**src/rtl/dpram_sweep_pkg.sv**
```systemverilog
// rtl/dpram_sweep_pkg.sv - shared constants and types for the sweeping dual-port RAM
//
// Purpose: read-mode selectors, sequencer state encoding, collision counter
// width and an index-width helper shared by dpram_sweep and dpram_sweep_seq.
// Ports: none (package).

package dpram_sweep_pkg;

    localparam int RM_WRITE_FIRST = 0;
    localparam int RM_READ_FIRST  = 1;

    localparam int COLL_CNT_W = 16;

    typedef enum logic {
        ST_SWEEP = 1'b0,
        ST_RUN   = 1'b1
    } state_t;

    // A single-word array (LEVEL=0) still needs a one-bit index signal.
    function automatic int idx_width(input int level);
        return (level > 0) ? level : 1;
    endfunction

endpackage

```
**src/rtl/dpram_sweep_seq.sv**
```systemverilog
// rtl/dpram_sweep_seq.sv - SWEEP/RUN sequencer that walks the clear pointer
//
// Purpose: after rst or init, visits every word once (one per cycle) so the
// top level can overwrite it with the clear value, then enters RUN.
// Ports:
//   clk, rst        clock and synchronous active-high reset
//   init            one-cycle clear request, restarts the sweep from word 0
//   busy            registered, high while sweeping
//   sweep_we        sweep write request for the current pointer
//   sweep_addr      word index being cleared

module dpram_sweep_seq
    import dpram_sweep_pkg::*;
#(
    parameter int LEVEL = 1,
    parameter int IW    = 1
) (
    input  logic          clk,
    input  logic          rst,
    input  logic          init,
    output logic          busy,
    output logic          sweep_we,
    output logic [IW-1:0] sweep_addr
);

    localparam logic [IW-1:0] LAST = IW'((1 << LEVEL) - 1);

    state_t        state;
    logic [IW-1:0] ptr;

    always_ff @(posedge clk) begin
        if (rst || init) begin
            state <= ST_SWEEP;
            ptr   <= '0;
            busy  <= 1'b1;
        end else begin
            case (state)
                ST_SWEEP: begin
                    if (ptr == LAST) begin
                        state <= ST_RUN;
                        busy  <= 1'b0;
                    end else begin
                        ptr <= ptr + IW'(1);
                    end
                end
                ST_RUN: begin
                    busy <= 1'b0;
                end
                default: begin
                    state <= ST_SWEEP;
                    ptr   <= '0;
                    busy  <= 1'b1;
                end
            endcase
        end
    end

    assign sweep_we   = (state == ST_SWEEP);
    assign sweep_addr = ptr;

endmodule

```
**src/rtl/dpram_sweep.sv**
```systemverilog
// rtl/dpram_sweep.sv - true dual-port RAM with registered reads and a clear sweep
//
// Purpose: per-level heap store. 2^LEVEL words, registered read on both
// ports, write-first or read-first read-during-write, port A wins a
// same-address double write and raises a one-cycle coll pulse. A clear
// sweep fills the array with INIT_VALUE after rst or init.
// Optional build macro: DPRAM_SWEEP_COLL_CNT_EN builds the 16-bit
// saturating collision counter; otherwise coll_cnt is tied to zero.
// Ports:
//   clk, rst                       clock, synchronous active-high reset
//   init                           one-cycle clear request
//   busy                           high while the clear sweep runs
//   data_a, we_a, addr_a, q_a      port A write data/enable, address, read data
//   data_b, we_b, addr_b, q_b      port B, same as port A
//   coll                           one-cycle pulse after a same-address double write
//   coll_cnt                       saturating collision count

module dpram_sweep
    import dpram_sweep_pkg::*;
#(
    parameter int                    DATA_WIDTH = 32,
    parameter int                    ADDR_WIDTH = 5,
    parameter int                    LEVEL      = 1,
    parameter int                    READ_MODE  = 0,
    parameter logic [DATA_WIDTH-1:0] INIT_VALUE = '0
) (
    input  logic                  clk,
    input  logic                  rst,
    input  logic                  init,
    output logic                  busy,
    input  logic [DATA_WIDTH-1:0] data_a,
    input  logic                  we_a,
    input  logic [ADDR_WIDTH-1:0] addr_a,
    output logic [DATA_WIDTH-1:0] q_a,
    input  logic [DATA_WIDTH-1:0] data_b,
    input  logic                  we_b,
    input  logic [ADDR_WIDTH-1:0] addr_b,
    output logic [DATA_WIDTH-1:0] q_b,
    output logic                  coll,
    output logic [COLL_CNT_W-1:0] coll_cnt
);

    localparam int                    IW        = idx_width(LEVEL);
    localparam logic [ADDR_WIDTH-1:0] ADDR_MASK = ADDR_WIDTH'((1 << LEVEL) - 1);

    logic [DATA_WIDTH-1:0] mem [0:(1 << IW) - 1];

    logic          sweep_we;
    logic [IW-1:0] sweep_addr;

    dpram_sweep_seq #(
        .LEVEL (LEVEL),
        .IW    (IW)
    ) u_seq (
        .clk        (clk),
        .rst        (rst),
        .init       (init),
        .busy       (busy),
        .sweep_we   (sweep_we),
        .sweep_addr (sweep_addr)
    );

    // Upper address bits are masked off; with LEVEL=0 every access is word 0.
    logic [IW-1:0] ea_a;
    logic [IW-1:0] ea_b;
    assign ea_a = IW'(addr_a & ADDR_MASK);
    assign ea_b = IW'(addr_b & ADDR_MASK);

    // rst/init take the edge for the sequencer, so nothing is written then.
    logic accept;
    logic sweep_wr;
    logic wr_a;
    logic wr_b;
    logic same;
    logic hit_coll;
    logic wr_b_eff;

    assign accept   = !rst && !init && !busy;
    assign sweep_wr = sweep_we && !rst && !init;
    assign wr_a     = we_a && accept;
    assign wr_b     = we_b && accept;
    assign same     = (ea_a == ea_b);
    assign hit_coll = wr_a && wr_b && same;
    assign wr_b_eff = wr_b && !(wr_a && same);

    // The sweep borrows port A; user writes never coincide with it.
    logic                  pa_we;
    logic [IW-1:0]         pa_addr;
    logic [DATA_WIDTH-1:0] pa_data;

    assign pa_we   = sweep_wr || wr_a;
    assign pa_addr = sweep_we ? sweep_addr : ea_a;
    assign pa_data = sweep_we ? INIT_VALUE : data_a;

    always_ff @(posedge clk) begin
        if (pa_we) begin
            mem[pa_addr] <= pa_data;
        end
        if (wr_b_eff) begin
            mem[ea_b] <= data_b;
        end
    end

    // Write-first read values: the value the word will hold after this edge,
    // with port A's data taking precedence on a collision.
    logic [DATA_WIDTH-1:0] wf_a;
    logic [DATA_WIDTH-1:0] wf_b;

    assign wf_a = wr_a          ? data_a :
                  (wr_b && same) ? data_b : mem[ea_a];
    assign wf_b = (wr_a && same) ? data_a :
                  wr_b           ? data_b : mem[ea_b];

    always_ff @(posedge clk) begin
        if (rst || init || busy) begin
            q_a <= '0;
            q_b <= '0;
        end else if (READ_MODE == RM_READ_FIRST) begin
            q_a <= mem[ea_a];
            q_b <= mem[ea_b];
        end else begin
            q_a <= wf_a;
            q_b <= wf_b;
        end
    end

    always_ff @(posedge clk) begin
        if (rst) begin
            coll <= 1'b0;
        end else begin
            coll <= hit_coll;
        end
    end

`ifdef DPRAM_SWEEP_COLL_CNT_EN
    logic [COLL_CNT_W-1:0] cnt_q;

    // Cleared only by rst so the count survives clear sweeps.
    always_ff @(posedge clk) begin
        if (rst) begin
            cnt_q <= '0;
        end else if (hit_coll && (cnt_q != '1)) begin
            cnt_q <= cnt_q + COLL_CNT_W'(1);
        end
    end

    assign coll_cnt = cnt_q;
`else
    assign coll_cnt = '0;
`endif

endmodule

```
**config.mk**
```make
export PLATFORM = sky130hd
export DESIGN_NAME = dpram_sweep
export DESIGN_NICKNAME = d
export VERILOG_FILES = /design/src/rtl/dpram_sweep_pkg.sv /design/src/rtl/dpram_sweep_seq.sv /design/src/rtl/dpram_sweep.sv
export SDC_FILE = /design/constraint.sdc
export NUM_CORES = 1
export LEC_CHECK = 0
export CORE_ASPECT_RATIO = 0.5
export CORE_MARGIN = 2
export CORE_UTILIZATION = 45
export CTS_BUF_LIST = sky130_fd_sc_hd__clkbuf_16
export DETAILED_ROUTE_END_ITERATION = 16
export PLACE_DENSITY = 0.79
export SYNTH_ARGS = -nofsm -noshare
export SYNTH_HDL_FRONTEND = slang
export SYNTH_SLANG_ARGS = --single-unit
export TNS_END_PERCENT = 100
```
**constraint.sdc**
```tcl
create_clock -name clk -period 10.8 [get_ports clk]
set_input_delay 1.08 -clock clk [delete_from_list [all_inputs] [get_ports clk]]
set_output_delay 1.08 -clock clk [all_outputs]
set_load 0.1 [all_outputs]
```
==> impl.org <==
** Yosys
- Count leader, synth :: sky130_fd_sc_hd__dfxtp_1
- In this run the mean area of a mapped cell was 11.70 sq um.
- Area share of fa/ha/maj cells after synthesis :: 0%
- Biggest area contributors in the synthesized netlist :: sky130_fd_sc_hd__edfxtp_1 (27%), sky130_fd_sc_hd__dfxtp_1 (19%), sky130_fd_sc_hd__mux2_4 (12%)
- Combinational family with the most area after synthesis :: multiplexers
- In the synthesized netlist the dominant register cell turns out to be sky130_fd_sc_hd__dfxtp_1.
- Share of cell area taken by muxes after synthesis :: approximately 25%
- Cell count after synthesis :: around 600
- Summing the sequential cell areas from Yosys gives 46.85% of the chip area.
- Area of the mapped netlist :: 7008 sq um
- Post-synthesis simple-gate area fraction :: about 9.2%
- By count the netlist is led by sky130_fd_sc_hd__dfxtp_1 (68), sky130_fd_sc_hd__edfxtp_1 (64), sky130_fd_sc_hd__mux2_4 (58).
- Share of the synthesized area in compound gates (AO/OA/AOI/OAI) :: 12.98%
- Top-area cell type share of the netlist area :: 27.42%
- Number of enable-type register cells in the synthesized netlist :: 64
- Xor-xnor portion of the synthesized cell area :: less than 1%
- Share of synthesized flip-flops with an asynchronous set or reset :: 0%
- Yosys top cell by area :: sky130_fd_sc_hd__edfxtp_1
- Yosys printed 0 warnings.
- The synthesized design contains approximately 130 register bits.
- The number of different library cells used by synthesis comes to 36.

** Timing
- The number of hold violations in the final report is 0.
- In this run the tightest slew margin relative to its limit is between 10% and 20%.
- Max-slew violation count :: 0
- Static timing analysis puts the maximum clock frequency at 246.2 MHz.
- Setup total negative slack on the finished layout was measured at 0 ns.
- For the finished layout, the period the worst path requires is about 4 ns.
- Fin crit share :: between 30 and 40%
- Setup repair after global routing left no endpoint under its margin.
- At the pin with the least slew margin, the transition time is 1.200 ns.
- Clock skew after layout :: about 0.0090 ns
- Setup violations remaining at the end of the flow were counted as 0.
- Hold is met by about 0.5 ns.

** Critical path
- In this run the worst path has a maximum fanout of 44.
- The worst setup path is captured at a flip-flop.
- The worst setup path is of the in2reg kind.
- For this run, the slowest stage of the critical path takes 0.97 ns.
- The worst setup path is launched from a primary input.
- At the worst endpoint, the required time is 10.83 ns.
- Cell type of the slowest stage on the worst timing path :: sky130_fd_sc_hd__or4b_2
- Critical path cell sequence :: clkdlybuf4s50_1 > buf_4 > or4b_2 > a311o_2 > nand2_2
- STA puts the critical path data arrival time at 4.09 ns.

** Floorplanning
- Area of the core :: about 15,000 sq um
- Vert. Die Dim :: 92.24 microns
- Number of rows in the core area :: 32
- Horiz. Die Dim :: roughly 180 microns
- around 160 I/O pins were placed.
- Starting density of the core :: a little under half
- Area of the die :: about 17,000 sq um

** Clock tree
- Gates resized during post-CTS repair numbered 0.
- The later pin in the worst-skew pair is clocked with a latency of ~0.41 ns.
- The H-tree was split into 4 levels.
- Number of CTS-inserted buffers :: 17
- The clock passes through at most 2 buffers.
- After clock tree synthesis, the clock-pin slew on the worst setup and hold paths is 0.05 ns.
- Clock net sink count :: 132
- CTS root buffer :: sky130_fd_sc_hd__clkbuf_16
- TritonCTS built the clock tree.
- After clock tree synthesis, the setup repair step added 0 buffers.
- Hold repair after CTS inserted 0 buffers.

** Global routing
- The number of global-route vias before repair was 5,664.
- Largest net degree at the start of global routing :: 65
- Overflow after GRT :: 0
- In the global route stage, overall resource usage came out at 22.65%.
- Wire length of the first global-routing pass :: 29.55 mm
- Antenna violations before repair :: 0

** Place
- Final weighted congestion in routability-driven placement :: approximately 0.8
- Port Buffer Count :: roughly 140
- Once detailed placement completed, the half-perimeter wirelength came to between 10 and 15 mm.
- In this run the cell area measured after placement is around 8400 sq um.

** Cells and area
- In the final layout, the share of cells above drive strength 1 is between 20% and 30%.
- Final layout net count :: 786
- Fillcell total :: between 1k and 1.5k
- Antenna fix cells :: 0
- The area growth from synthesis to layout is 28.96%.
- Non-Filler Cell Area, Final :: about 9000 sq um

** Routing
- The pre-antenna-repair detailed-routing pass consisted of 5 iterations.
- The routed layout has between 5k and 6k vias.
- Vias per cell :: slightly below 6
- For this run, design rule violations remaining after detail routing come to 0.
- Dividing the detail-routed wire length by the instance count gives 20.37 microns.
- Detailed Route Iter0 Violations :: 487
- Total Routed Length :: 18.82 mm
- The count of nets left with antenna violations once routing finished came out at 0.

** Job
- The tool flagged a number of max-cap violations equal to 0.

** Pwr
- Pwr dens :: approximately 140 nW/um^2
- In this run the static leakage power is around 3.5 nW.
- IR analysis of the VDD net gives a maximum drop of 0.1290 mV.

** Outcome
- The run finished with clean final reports.

** Hold path
- The tightest min-delay check is of the reg2reg type.
## cell usage in the layout (no fill, tap or decap), types with 11 or more instances in the layout
cell type	netlist	routed
sky130_fd_sc_hd__clkbuf_16	0	17
sky130_fd_sc_hd__edfxtp_1	64	64
sky130_fd_sc_hd__o21ai_0	34	33
sky130_fd_sc_hd__nor4_1	11	11
sky130_fd_sc_hd__nand3_1	43	43
sky130_fd_sc_hd__conb_1	1	16
sky130_fd_sc_hd__o2111ai_1	21	21
sky130_fd_sc_hd__mux2_2	39	39
sky130_fd_sc_hd__buf_4	17	13
sky130_fd_sc_hd__a22o_1	21	21
sky130_fd_sc_hd__mux2_4	58	58
sky130_fd_sc_hd__nand2_1	24	23
sky130_fd_sc_hd__a22oi_1	11	11
sky130_fd_sc_hd__mux2i_1	43	43
sky130_fd_sc_hd__dfxtp_1	68	68
sky130_fd_sc_hd__clkdlybuf4s50_1	0	133
sky130_fd_sc_hd__and2_1	32	32
sky130_fd_sc_hd__a311oi_1	11	11
sky130_fd_sc_hd__o211ai_1	21	21
## final timing paths
check                                 startpoint                to  slack, ns  depth (start not counted)
worst min register to register  u_seq.sweep_addr  u_seq.sweep_addr       0.49                          1
worst max register to register        u_seq.busy         mem[1][4]       7.84                          3
worst min-delay path            u_seq.sweep_addr  u_seq.sweep_addr       0.49                          1
worst max-delay path                        we_b         mem[1][4]       6.74                          5
## power by group
group | switching (mW) | internal (mW)
Combinational | 0.104 | 0.0549
Clock | 0.219 | 0.385
Sequential | 0.00392 | 0.534
## critical path: cells and delay by family
kind | cells | cell delay, ns
buf+inv | 2 | 0.86
compound gates | 1 | 0.49
simple gates | 2 | 1.64
## flip-flops by register name (all words and copies together), names as in the netlist
register	flops
coll	1
u_seq.sweep_addr	1
u_seq.state	1
mem	64
u_seq.busy	1
q_b	32
q_a	32
## routing by layer
layer	track usage, %	vias to the layer above	routed length, microns
met3	3.932	25	1040
met4	9.005	0	233
met2	38.52	220	9110
met5	0	-	0
met1	28.90	2717	8438
li1	-	2472	-
## final cells by class
cell class | count | area, sq um | area share, %
clock buffer | 17 | 425.4 | 4.707
clock inverter | 15 | 190.2 | 2.104
inverter | 3 | 11.26 | 0.1246
multi-input combinational | 404 | 3428 | 37.93
sequential | 132 | 3283 | 36.33
tap | 204 | 255.2 | 2.824
timing repair buffer | 149 | 1444 | 15.98
## cell families after synthesis
| logic type | after synthesis |
|---|---|
| XOR/XNOR | 2 |
| flip-flops | 132 |
| AO/OA/AOI/OAI | 123 |
| buffers and inverters | 78 |
| other | 1 |
| AND/OR/NAND/NOR | 123 |
| multiplexers | 140 |
## through the flow
stage	instances	util (%)	worst slack, ns	power [mW]
after floorplan	614	-	6.221	0.6517
final	924	58.93	6.738	1.301
after global routing	924	58.93	6.623	1.342
after detailed placement	892	54.92	6.312	0.7053
after global placement	892	54.92	6.337	0.7024
after CTS	924	58.93	6.733	1.308
Note: power is estimated with default switching activity, not from simulation.
